**config.mk**
```make
export PLATFORM = sky130hd
export DESIGN_NAME = f8_alu_writeback
export DESIGN_NICKNAME = d
export VERILOG_FILES = /design/src/rtl/f8_pkg.sv /design/src/rtl/f8_flag_reg.sv /design/src/rtl/f8_alu_writeback.sv
export SDC_FILE = /design/constraint.sdc
export NUM_CORES = 1
export LEC_CHECK = 0
export ABC_AREA = 1
export CAP_MARGIN = 20
export CORE_UTILIZATION = 56
export DETAILED_ROUTE_END_ITERATION = 10
export DONT_BUFFER_PORTS = 1
export PLACE_DENSITY_LB_ADDON = 0.05
export SETUP_SLACK_MARGIN = 0.3
export SLEW_MARGIN = 20
export SYNTH_ARGS = -nofsm -noshare
export SYNTH_HDL_FRONTEND = slang
export SYNTH_HIERARCHICAL = 1
export SYNTH_SLANG_ARGS = --single-unit
```
**constraint.sdc**
```tcl
create_clock -name clk -period 1.7 [get_ports clk]
set_input_delay 0.17 -clock clk [delete_from_list [all_inputs] [get_ports clk]]
set_output_delay 0.17 -clock clk [all_outputs]
set_load 0.01 [all_outputs]
```
**src/rtl/f8_pkg.sv**
```systemverilog
// Shared f8 types: writeback FSM states, flag bit positions, ALU instruction word.
// Latency: n/a (types and constants only).
// Backpressure: n/a.
package f8_pkg;

   typedef enum logic [1:0] {
      WB_IDLE   = 2'd0,
      WB_MEM_LO = 2'd1,
      WB_MEM_HI = 2'd2
   } wb_state_t;

   // Bit positions inside the 4-bit {O,N,Z,C} flag vector
   localparam int FLAG_C = 0;
   localparam int FLAG_Z = 1;
   localparam int FLAG_N = 2;
   localparam int FLAG_O = 3;

   // Decoded ALU instruction, shared between the ALU and its writeback stage
   typedef struct packed {
      logic [3:0] op;
      logic       wide;
      logic [2:0] dst;
      logic [2:0] src;
      logic       use_carry;
      logic [3:0] flag_mask;
   } aluinst_t;

endpackage

```
**src/rtl/f8_flag_reg.sv**
```systemverilog
// 4-bit {O,N,Z,C} flag register: masked load plus a direct load that overrides it.
// Latency: 1 cycle from load to q.
// Backpressure: none, every load is taken on the edge it is presented.
// Ports: ld_en/ld_mask/ld_data = per-bit masked update; dl_we/dl_data = full
//        direct load (wins over the masked update); q = current flags.
module f8_flag_reg (
   input  logic       clk,
   input  logic       reset_n,
   input  logic       ld_en,
   input  logic [3:0] ld_mask,
   input  logic [3:0] ld_data,
   input  logic       dl_we,
   input  logic [3:0] dl_data,
   output logic [3:0] q
);

   logic [3:0] q_nxt;

   always_comb begin
      q_nxt = q;
      if (dl_we)
         q_nxt = dl_data;
      else if (ld_en)
         q_nxt = (q & ~ld_mask) | (ld_data & ld_mask);
   end

   always_ff @(posedge clk or negedge reset_n) begin
      if (!reset_n)
         q <= 4'h0;
      else
         q <= q_nxt;
   end

endmodule

```
**src/rtl/f8_alu_writeback.sv**
```systemverilog
// f8 ALU commit stage: register write strobe, masked flag update, byte-wide store sequencer.
// Latency: accept at edge N gives rf_we, flags and mem_req from cycle N+1.
// Backpressure: wb_ready is high only in IDLE; a store holds it low until the last beat is acked.
// Ports: wb_valid/wb_ready handshake with result_reg/result_mem/flags/descriptor in;
//        rf_* register write out; mem_req/mem_addr/mem_wdata/mem_ack store port;
//        flags/carry_fb architectural flags, fl_we/fl_wdata direct flag load.
module f8_alu_writeback
   import f8_pkg::*;
(
   input  logic        clk,
   input  logic        reset_n,
   input  logic        wb_valid,
   output logic        wb_ready,
   input  logic [15:0] result_reg,
   input  logic [15:0] result_mem,
   input  logic        o_in,
   input  logic        z_in,
   input  logic        n_in,
   input  logic        c_in,
   input  logic [3:0]  flag_mask,
   input  logic        wide,
   input  logic        reg_en,
   input  logic [2:0]  reg_idx,
   input  logic        mem_en,
   input  logic [15:0] mem_addr_in,
   input  logic        fl_we,
   input  logic [3:0]  fl_wdata,
   output logic        rf_we,
   output logic [2:0]  rf_idx,
   output logic        rf_wide,
   output logic [15:0] rf_data,
   output logic        mem_req,
   output logic [15:0] mem_addr,
   output logic [7:0]  mem_wdata,
   input  logic        mem_ack,
   output logic [3:0]  flags,
   output logic        carry_fb
);

   wb_state_t  state, state_nxt;
   logic       accept;
   logic       st_wide;
   logic [7:0] st_hi;

   assign accept = wb_valid && wb_ready;

   // ---------------- store sequencer FSM ----------------
   always_ff @(posedge clk or negedge reset_n) begin
      if (!reset_n)
         state <= WB_IDLE;
      else
         state <= state_nxt;
   end

   always_comb begin
      state_nxt = state;
      case (state)
         WB_IDLE:   if (accept && mem_en) state_nxt = WB_MEM_LO;
         WB_MEM_LO: if (mem_ack) state_nxt = st_wide ? WB_MEM_HI : WB_IDLE;
         WB_MEM_HI: if (mem_ack) state_nxt = WB_IDLE;
         default:   state_nxt = WB_IDLE;
      endcase
   end

   // Ready and request depend on state only, so mem_req drops with async reset
   always_comb begin
      wb_ready = (state == WB_IDLE);
      mem_req  = (state == WB_MEM_LO) || (state == WB_MEM_HI);
   end

   // ---------------- register write and store datapath ----------------
   always_ff @(posedge clk or negedge reset_n) begin
      if (!reset_n) begin
         rf_we     <= 1'b0;
         rf_idx    <= 3'd0;
         rf_wide   <= 1'b0;
         rf_data   <= 16'h0000;
         mem_addr  <= 16'h0000;
         mem_wdata <= 8'h00;
         st_wide   <= 1'b0;
         st_hi     <= 8'h00;
      end else begin
         rf_we <= accept && reg_en;
         if (accept) begin
            rf_idx  <= reg_idx;
            rf_wide <= wide;
            rf_data <= wide ? result_reg : {8'h00, result_reg[7:0]};
            if (mem_en) begin
               mem_addr  <= mem_addr_in;
               mem_wdata <= result_mem[7:0];
               st_wide   <= wide;
               st_hi     <= result_mem[15:8];
            end
         end
         // Low beat acked on a wide store: step to the high byte (address wraps at 16 bits)
         if ((state == WB_MEM_LO) && mem_ack && st_wide) begin
            mem_addr  <= mem_addr + 16'd1;
            mem_wdata <= st_hi;
         end
      end
   end

   // ---------------- architectural flags ----------------
   f8_flag_reg u_flag_reg (
      .clk     (clk),
      .reset_n (reset_n),
      .ld_en   (accept),
      .ld_mask (flag_mask),
      .ld_data ({o_in, n_in, z_in, c_in}),
      .dl_we   (fl_we),
      .dl_data (fl_wdata),
      .q       (flags)
   );

   assign carry_fb = flags[FLAG_C];

endmodule

```
---- Yosys cells after proc, flatten, opt, wreduce, memory -nomap -nowiden ----
Index checks and enable logic that the tools add are counted.
word-level totals
  memory bits (writable) .................. 0
  register bits ........................... 60
  memories ................................ 0
  input bits .............................. 71
  bits in read-only memories .............. 0
  logic and storage cells ................. 47
  output and inout port bits .............. 52
  bits in latches ......................... 0
operators by class
  equal/unequal tests ..................... 5
  add/subtract/negate cells ............... 1
  shift operators ......................... 0
  $lt $le $gt $ge ......................... 0
  divide/modulo/power cells ............... 0
  multiply operators ...................... 0
  bitwise operators ....................... 4
  reduce and logical (&&, ||, !) cells .... 13
  multiplexer cells ....................... 14
operators with widths
  kind                     count
  $mux W16                 4
  $mux W8                  3
  $add A16 B1 Y16 const B  1
  $and A4 B4 Y4            2
  $mux W2                  4
  $mux W4                  2
  $pmux W2 S3              1
  $reduce_bool A2 Y1       3
  $logic_and A1 B1 Y1      5
  $ne A2 B2 Y1 const B     2
  $not A4 Y4               1
  $or A4 B4 Y4             1
  $reduce_and A2 Y1        2
  $reduce_and A3 Y1        1
  $eq A2 B1 Y1 const B     1
  $eq A2 B2 Y1 const B     1
  $logic_not A2 Y1         1
  $ne A2 B1 Y1 const B     1
  $logic_or A1 B1 Y1       1

---- Logic depth before layout (Yosys ltp) ----
Gate-level depths: netlist of the first run.
  depth after elaboration ................. 5
  depth in mapped cells ................... 11
  mapped depth without buffers ............ 10

---- Hierarchy ----
Netlist of the first run, hierarchy kept.
modules (own cells, without submodules)
  module            instances  cells each  area an instance (um2)  seq. area each (um2)
  f8_alu_writeback  1          358         2798.9                  1401.3
  f8_flag_reg       1          42          260.2                   100.1

---- Worst setup path before layout of the first run ----
OpenSTA, ideal clock, no wires.
  path type ............................... register to register
  start ................................... register state[0]
  end ..................................... register with a tool-made name
  arrival time ............................ 1.408 ns
  cell stages (with the launch flop) ...... 9
  setup slack ............................. 0.175 ns
  setup time .............................. 0.117 ns
  buffers on the path ..................... 1
  period minus slack after synthesis ...... 1.525 ns
  required time ........................... 1.583 ns
  cell sequence ........................... dfrtp_1 -> inv_1 -> ha_1 -> nand2_1 -> inv_2 -> clkbuf_1 -> nand2_1 -> nand3_1 -> nand2_1
RTL lines
  element                 RTL line                RTL
  from (decl)             f8_alu_writeback.sv:40  wb_state_t state, state_nxt;
  from (signal assigned)  f8_alu_writeback.sv:52  state <= state_nxt;

---- Worst setup path after layout of the first run ----
  start ................................... register state[1]
  end ..................................... register mem_addr[15]
between the ends
  word-level cells in the longest chain between the ends .. 5
  elaborated cells on any way between the ends .. 9
  classes of those cells .................. eq/ne: 1; mux: 1; reduce/logical: 7
RTL lines
  element                              RTL line                RTL
  $eq A2 B1 Y1                         f8_alu_writeback.sv:96  if ((state == WB_MEM_LO) && mem_ack && st_wide) begin
  $logic_and A1 B1 Y1 (2 in series)    f8_alu_writeback.sv:96
  $reduce_bool A2 Y1 (no source line)  -
  $reduce_and A2 Y1 (no source line)   -
  to (signal assigned)                 f8_alu_writeback.sv:89  mem_addr <= mem_addr_in;
  to (signal assigned)                 f8_alu_writeback.sv:97  mem_addr <= mem_addr + 16'd1;
  to (decl)                            f8_alu_writeback.sv:33  output logic [15:0] mem_addr,
Several ways; a longest one is shown, not always the timed one.
A chain may end at the register's enable or synchronous reset.

==> flow_summary.json, run 1 <==
{
  "fin_skew_ps": 5.65,
  "drc": 0,
  "via_per_inst": 5.51,
  "chipHeight_um": 75.9,
  "synth_cell_types": 31,
  "wirelength_mm": 8.98,
  "hold_viol": 60,
  "crit_fanout": 6,
  "io_pins": 123,
  "std_cell_rows": 26,
  "yosysTopAreaCell": "dfrtp_1",
  "seq_area_frac_synth": 0.491,
  "ys_ff_latch": 60,
  "core_mm2": 0.00517,
  "synth_top_family_by_area": "simple AND/OR/NAND/NOR gates",
  "synth-compound-area-share": 0.0843,
  "powerDensity_mw_per_mm2": 1560,
  "cts.htree.levels": 3,
  "vdd_drop_max_mv": 0.992,
  "max_cap_violations": 0,
  "run_status": "complete, but fails checks",
  "setup_tns_ps": 0,
  "crit_arrival_ps": 1770,
  "clk_pin_slew_worst_paths_ps": 70,
  "endpoint_kind": "flip-flop",
  "reg2reg_slack_ps": 200,
  "finalWorstSetupSlack_ps": 199,
  "start_util": 0.591,
  "r2r-start": "state[1]",
  "slew_headroom": 0.762,
  "synth_fa_ha_area_frac": 0.0164,
  "vias": 2962,
  "grt_pass1_wl_mm": 14.0,
  "synth.mux.area_fraction": 0,
  "synth_area_leaders": "dfrtp_1 49%, nand2_1 22%, nand3_1 5.4%",
  "tightest_slew_ps": 356,
  "dieArea_mm2": 0.00576,
  "layout-area-overhead-vs-synth_pct": 39.0,
  "die_width_um": 75.9,
  "ys_warn_count": 6,
  "grt_max_degree": 61,
  "avgSynthCellArea_um2": 7.65,
  "drive_above_1_share": 0.231,
  "place_congestion": 0.800,
  "ant_nets": 0,
  "track_usage": 0.313,
  "clockRootBuffer": "clkbuf_8",
  "synth_simple_gate_area_share": 0.336,
  "grt_pass1_vias": 3031,
  "drt_iter0_markers": 251,
  "grt_overflow": 0,
  "synthXorXnorAreaFrac": 0.00573,
  "fin_nets": 538,
  "cts_buffers": 9,
  "grt_setup_unrepaired": "true",
  "numClockSinks": 60,
  "worstSetupStartpointType": "flip-flop",
  "hold_slack_ps": -472,
  "synth_cells": 400,
  "first_pass_iters": 5,
  "worstSkewPairLatency_ps": 330,
  "hold_path.class": "input port to async pin",
  "cts_max_path_buffers": 2,
  "r2r_end": "mem_addr[15]",
  "synthesis.area_mm2": 0.00306,
  "synth_top_cell_area_share": 0.491,
  "post-route-period-util": 0.883,
  "path_class": "flip-flop to flip-flop",
  "worst_r2r_path_depth": 10,
  "cts_tree": "done",
  "p_leak_nw": 2.08,
  "antenna_found_initial": 0,
  "diodes": 0,
  "required_ps": 1970,
  "slew_violations": 0,
  "place_hpwl_mm": 4.86,
  "post-route-min-period_ps": 1500,
  "port-buffer-count": 0,
  "finalSetupViolCount": 0,
  "wl_per_cell_um": 16.7,
  "final_cell_mix": "165 x nand2_1, 55 x dfrtp_1, 34 x dlygate4sd3_1",
  "violations": "hold timing",
  "place_ws_ps": 133,
  "syn_nets": 475,
  "clock.fmax_ghz": 0.666,
  "final_common_cell": "nand2_1"
}
-- worst max-delay path: stages, from the launching register on --
cell     delay, ps
dfrtp_1        390
inv_2          100
buf_12         110
ha_4           130
nand3_4        110
buf_6          160
nand2_8        100
buf_6          120
o21a_1         120
nand2_1         50
nand2_1         50
-- worst max-delay path by stage --
stage / from / to / slack (ps) / cells past startpoint
2_1_floorplan: state[0] / mem_addr[7] / 310 / 10
3_3_place_gp: state[0] / state[0] / 180 / 8
3_5_place_dp: state[1] / mem_addr[8] / 130 / 7
4_1_cts: state[1] / mem_addr[2] / 230 / 8
5_1_grt: state[1] / mem_addr[15] / 90 / 10
6_report: state[1] / mem_addr[15] / 200 / 10
-- logic make-up (layout without fill, tap and decap cells) --
logic type,count (synthesis),in the layout
buffers and inverters,42,109
AND/OR/NAND/NOR,246,247
XOR/XNOR,2,2
AO/OA/AOI/OAI,46,46
flip-flops,60,60
adder cells (fa/ha/maj),4,4
-- Yosys cell counts (all sizes together) --
cell type,number
nor2,24
a211oi,1
clkbuf,4
buf,12
o21bai,1
o211ai,2
inv,26
ha,4
o21a,3
o22ai,1
nand2,183
nand3,35
o21ai,33
nor3,1
nand4,3
xor2,2
dfrtp,60
a21oi,4
a22o,1
-- repair_timing --
| action | 4_1_cts | 5_1_grt |
|---|---|---|
| setup endpoints to repair | 34 | 47 |
| cloned | 4 | 3 |
| pin swaps | 18 | 13 |
| endpoints found under the hold margin | 94 | 61 |
| gates resized for setup | 55 | 39 |
| buffers inserted | 15 | 4 |
| hold buffers | 33 | 1 |
-- area by class of cell --
class	count	area [µm²]
Multi-Input combinational cell	299	1570
Sequential cell	60	1510
Fill cell	291	920
Timing Repair Buffer	65	757
Clock buffer	12	155
Inverter	26	118
Tap cell	70	87.6
Clock inverter	4	47.5
Timing Repair inverter	2	15.0
-- registers in the layout, summed over array words and instances (netlist names), named ones only --
| register | flops |
|---|---|
| rf_we | 1 |
| state | 2 |
| mem_addr | 16 |
| st_wide | 1 |
| st_hi | 8 |
| rf_data | 16 |
| rf_wide | 1 |
| rf_idx | 3 |
| mem_wdata | 8 |
-- layer usage --
layer,global-route usage,part of all wire
met2,0.535,0.52
met4,0.140,0.021
met3,0.106,0.074
met5,0,0
met1,0.354,0.39
-- through the flow --
stage | util | hold WS, ps | instances | cell area (µm²) | power (mW)
detailed placement | 0.608 | -124 | 462 | 3140 | 4.55
global placement | 0.608 | -125 | 462 | 3140 | 4.47
CTS | 0.782 | -492 | 530 | 4040 | 6.29
floorplan | - | -126 | 400 | 3090 | 4.10
finish | 0.822 | -472 | 538 | 4250 | 6.64
global route | 0.822 | -498 | 538 | 4250 | 7.08
-- power breakdown --
| group | total, mW | internal (mW) | switching, mW |
|---|---|---|---|
| clock | 1.32 | 0.753 | 0.568 |
| combinational | 2.32 | 1.08 | 1.24 |
| sequential | 3.00 | 2.08 | 0.918 |
Note: power is estimated with default switching activity, not from simulation.
==> inputs of run 2 (changes only) <==
Settings changed: ABC_AREA 1 to not set.
==> flow_summary.json, run 2 <==
{
  "worst_r2r_path_depth": 8,
  "ys_warn_count": 6,
  "cp.depth": 8,
  "grt_pass1_wl_mm": 11.1,
  "seq_area_frac_synth": 0.538,
  "synth_cells": 252,
  "clk_pin_slew_worst_paths_ps": 70,
  "powerDensity_mw_per_mm2": 1820,
  "chipHeight_um": 72.6,
  "place_ws_ps": 53.2,
  "vias": 2279,
  "final_common_cell": "dfrtp_1",
  "ctsHoldBuffers": 31,
  "synth-edff-count": 0,
  "clockRootBuffer": "clkbuf_8",
  "reg.largest.list": "mem_addr x16, rf_data x16",
  "fin_nets": 386,
  "crit_fanout": 5,
  "grt_overflow": 0,
  "required_ps": 1910,
  "worstSetupStartpointType": "flip-flop",
  "dieArea_mm2": 0.00527,
  "slew_violations": 0,
  "diodes": 0,
  "synthTopCellsByCount": "60 x dfrtp_1, 29 x nand2_1, 24 x o21ai_0",
  "place_congestion": 0.825,
  "tightest_slew_ps": 342,
  "cts_tree": "done",
  "worstSkewPairLatency_ps": 330,
  "synth_area_leaders": "dfrtp_1 54%, mux2_2 6.9%, o21ai_0 4.3%",
  "wirelength_mm": 7.56,
  "ys_ff_latch": 60,
  "yosysTopAreaCell": "dfrtp_1",
  "post-route-min-period_ps": 1600,
  "slew_headroom": 0.772,
  "track_usage": 0.282,
  "die_width_um": 72.6,
  "run_status": "complete, but fails checks",
  "path_class": "flip-flop to flip-flop",
  "setup_tns_ps": 0,
  "wl_per_cell_um": 19.7,
  "io_pins": 123,
  "max_cap_violations": 0,
  "finalSetupViolCount": 0,
  "final_cell_mix": "57 x dfrtp_1, 31 x dlygate4sd3_1, 26 x nand2_1",
  "hold_slack_ps": -471,
  "port-buffer-count": 0,
  "first_pass_iters": 4,
  "synth_top_cell_area_share": 0.538,
  "endpoint_kind": "flip-flop",
  "drive_above_1_share": 0.361,
  "start_util": 0.587,
  "cp.buffers_inverters": 2,
  "cts_buffers": 9,
  "hold_viol": 60,
  "synth_cell_types": 45,
  "max_stage_delay_ps": 400,
  "core_mm2": 0.00475,
  "vdd_drop_max_mv": 1.21,
  "cp_top_family": "flip-flops",
  "slowest_stage": "dfrtp_1",
  "grt_max_degree": 61,
  "drc": 0,
  "grt_setup_unrepaired": "true",
  "via_per_inst": 5.95,
  "crit_arrival_ps": 1810,
  "cp_cell_sequence": "buf_4 -> ha_4 -> and3_4 -> buf_4 -> a21oi_4 -> a211oi_2 -> a21oi_2 -> nor2_1",
  "avgSynthCellArea_um2": 11.1,
  "place_hpwl_mm": 4.40,
  "cpMostUsedCell": "buf_4",
  "finalWorstSetupSlack_ps": 97.9,
  "seqCellArea_mm2": 0.00151,
  "grt_pass1_vias": 2380,
  "std_cell_rows": 25,
  "synthesis.area_mm2": 0.00279,
  "antenna_found_initial": 0,
  "ys.flop_type": "dfrtp_1",
  "post-route-period-util": 0.942,
  "cts_max_path_buffers": 2,
  "violations": "hold timing",
  "clock.fmax_ghz": 0.624,
  "ant_nets": 0,
  "fillers": 278,
  "numClockSinks": 60,
  "hold_path.class": "input port to async pin",
  "cts.htree.levels": 3,
  "multi_input_area_mm2": 0.00149,
  "p_leak_nw": 1.76,
  "synth.most_common_cell": "dfrtp_1",
  "syn_nets": 327,
  "fin_skew_ps": 8.19,
  "layout-area-overhead-vs-synth_pct": 41.6,
  "async_flop_share": 1.00,
  "drt_iter0_markers": 99
}
## run 2: changes by cell type after synthesis, sizes merged, moves of 5 or more
cell / change
nand3: -30
inv: -21
nand2: -153
a311oi: +7
a211oi: +5
mux2: +21
and3: +7
o21ai: -8
mux2i: +11
## run 2: kinds of logic after synthesis
kind of cell | Yosys count | synth area share
buf+inv | 17 | 0.0264
compound gates | 60 | 0.143
simple gates | 78 | 0.147
xor+xnor | 1 | 0.00314
flops | 60 | 0.538
mux | 32 | 0.124
fa+ha+maj | 4 | 0.0179
## run 2: worst paths after layout
check                         start      endpoint  slack, ps
max                        state[0]   mem_addr[3]        100
min                         reset_n  mem_addr[10]       -470
max reg2reg                state[0]   mem_addr[3]        100
min reg2reg                st_hi[7]  mem_wdata[7]        520
max in group asynchronous   reset_n     async pin       2070
min in group clk             reg_en         rf_we         10
## run 2: cell type report
type,count,area share
flip-flops and latches,60,0.381
multi-input cells,176,0.376
repair buffers,59,0.147
clock buffers,13,0.0453
clock inverters,3,0.0228
well taps,67,0.0212
inverters,5,0.00665
## run 2: metrics by stage
stage               utilization  area (µm²)  power [mW]  std cells  hold slack [ps]
finish                    0.831        3950        7.18        383             -471
global route              0.831        3950        7.53        383             -484
CTS                       0.802        3810        6.90        379             -479
detailed placement        0.638        3030        4.90        317             -124
global placement          0.638        3030        4.77        317             -124
floorplan                     -        2970        4.42        252             -126
## run 2: report_power, final
group / leakage (nW) / internal [mW] / switching [mW] / total [mW]
registers: 0.707 / 2.10 / 0.823 / 2.92
logic: 0.914 / 1.30 / 1.26 / 2.56
clock network: 0.136 / 1.14 / 0.563 / 1.70
## run 2: metal layers
metal	global-route usage	wire [µm]
met1	0.325	2910
met2	0.497	4000
met3	0.0732	509
met4	0.118	149
met5	0	0
## run 2: timing repair
item                                    CTS  global route
endpoints found under the setup margin   47            55
pin swaps                                 8            11
setup buffers                            15             2
cloned                                    0             2
gates resized for setup                  24            27
endpoints found under the hold margin    95            60
==> inputs of run 3 (changes only) <==
Settings changed: CELL_PAD_IN_SITES_DETAIL_PLACEMENT set to 2, CELL_PAD_IN_SITES_GLOBAL_PLACEMENT set to 2, CORE_UTILIZATION 56 to 37.
==> flow_summary.json, run 3 (synthesized netlist as in run 2, its figures left out) <==
{
  "stdcell_count": 416,
  "cp_top_family": "flip-flops",
  "cp.buffers_inverters": 2,
  "crit_fanout": 21,
  "postPlaceCellArea_mm2": 0.00310,
  "post-route-period-util": 0.942,
  "hold_viol": 60,
  "ant_nets": 0,
  "finalWorstSetupSlack_ps": 98.2,
  "place_inst": 352,
  "layout-area-overhead-vs-synth_pct": 41.4,
  "hold_slack_ps": -474,
  "place_hpwl_mm": 5.51,
  "chipHeight_um": 88.9,
  "max_cap_violations": 0,
  "std_cell_rows": 31,
  "wl_per_cell_um": 22.1,
  "cp_cell_sequence": "buf_6 -> ha_4 -> and3_4 -> buf_8 -> a311oi_2 -> a311oi_1",
  "clk_pin_slew_worst_paths_ps": 70,
  "hold_path.class": "input port to async pin",
  "path_class": "flip-flop to flip-flop",
  "numClockSinks": 60,
  "cts_max_path_buffers": 2,
  "p_leak_nw": 1.74,
  "grt_overflow": 0,
  "grt_setup_unrepaired": "true",
  "powerDensity_mw_per_mm2": 1750,
  "io_pins": 123,
  "post-route-min-period_ps": 1600,
  "finalSetupViolCount": 0,
  "vias": 2264,
  "track_usage": 0.242,
  "slew_violations": 0,
  "grt_pass1_vias": 2642,
  "dieArea_mm2": 0.00790,
  "tightest_slew_ps": 425,
  "endpoint_kind": "flip-flop",
  "violations": "hold timing",
  "place_congestion": 0.789,
  "drive_above_1_share": 0.344,
  "run_status": "complete, but fails checks",
  "setup_tns_ps": 0,
  "port-buffer-count": 0,
  "final_common_cell": "dfrtp_1",
  "vdd_drop_max_mv": 0.968,
  "drc": 0,
  "diodes": 0,
  "fin_skew_ps": 8.58,
  "drt_iter0_markers": 65,
  "antenna_found_initial": 0,
  "required_ps": 1920,
  "first_pass_iters": 4,
  "final_cell_mix": "59 x dfrtp_1, 31 x dlygate4sd3_1, 27 x nand2_1",
  "die_width_um": 88.9,
  "clock.fmax_ghz": 0.624,
  "design_area_mm2": 0.00395,
  "clockRootBuffer": "clkbuf_8",
  "cts_buffers": 9,
  "cts_tree": "done",
  "core_mm2": 0.00729,
  "slew_headroom": 0.716,
  "fin_nets": 390,
  "crit_arrival_ps": 1830,
  "fillers": 718,
  "cts.htree.levels": 3,
  "grt_pass1_wl_mm": 13.7,
  "reg.largest.list": "mem_addr x16, rf_data x16",
  "place_ws_ps": 34.4,
  "start_util": 0.383,
  "max_stage_delay_ps": 410,
  "grt_max_degree": 61,
  "slowest_stage": "dfrtp_1",
  "worstSkewPairLatency_ps": 330,
  "worstSetupStartpointType": "flip-flop",
  "via_per_inst": 5.44,
  "wirelength_mm": 9.18
}
run 3: cell type report:
class                   instances  area (µm²)  share of cell area
clock buffers                  10         138              0.0349
clock inverters                 3        40.0              0.0101
inverters                       5        26.3             0.00666
multi-input cells             175        1460               0.371
flip-flops and latches         60        1500               0.381
well taps                      99         124              0.0314
repair buffers                 64         653               0.166
run 3: layer usage:
metal / vias to the layer above / wire [µm] / track usage
met5: - / 0 / 0
li1: 1024 / - / -
met4: 0 / 150 / 0.0894
met1: 1140 / 3480 / 0.264
met3: 11 / 656 / 0.0858
met2: 89 / 4900 / 0.433
run 3: timing repair:
| action | CTS | global route |
|---|---|---|
| gates cloned | 1 | 0 |
| pin swaps | 8 | 9 |
| setup buffers | 13 | 6 |
| gates resized for setup | 28 | 22 |
| hold buffers | 30 | 1 |
| endpoints found under the hold margin | 94 | 61 |
| endpoints found under the setup margin | 48 | 51 |
run 3: path summary, 6_finish.rpt:
check	start	end	slack, ps	cells past startpoint
worst max-delay path	state[0]	mem_addr[9]	100	6
worst min-delay path	reset_n	mem_addr[1]	-470	0
worst max register to register	state[0]	mem_addr[9]	100	6
worst min register to register	st_hi[6]	mem_wdata[6]	500	2
max in group asynchronous	reset_n	mem_addr[4]	2070	0
min in group clk	mem_addr_in[5]	mem_addr[5]	10	2
run 3: report_power, final:
part	internal [mW]	total, mW	leakage, nW	switching [mW]
clock network	0.687	1.23	0.0939	0.539
registers	2.10	2.91	0.709	0.814
logic	1.41	2.77	0.936	1.36
run 3: stage by stage:
stage / power, mW / utilization / hold WS [ps]
3_5_place_dp: 5.07 / 0.425 / -124
4_1_cts: 6.68 / 0.520 / -488
6_report: 6.91 / 0.541 / -474
5_1_grt: 7.32 / 0.541 / -509
3_3_place_gp: 4.89 / 0.425 / -124
2_1_floorplan: 4.42 / - / -126
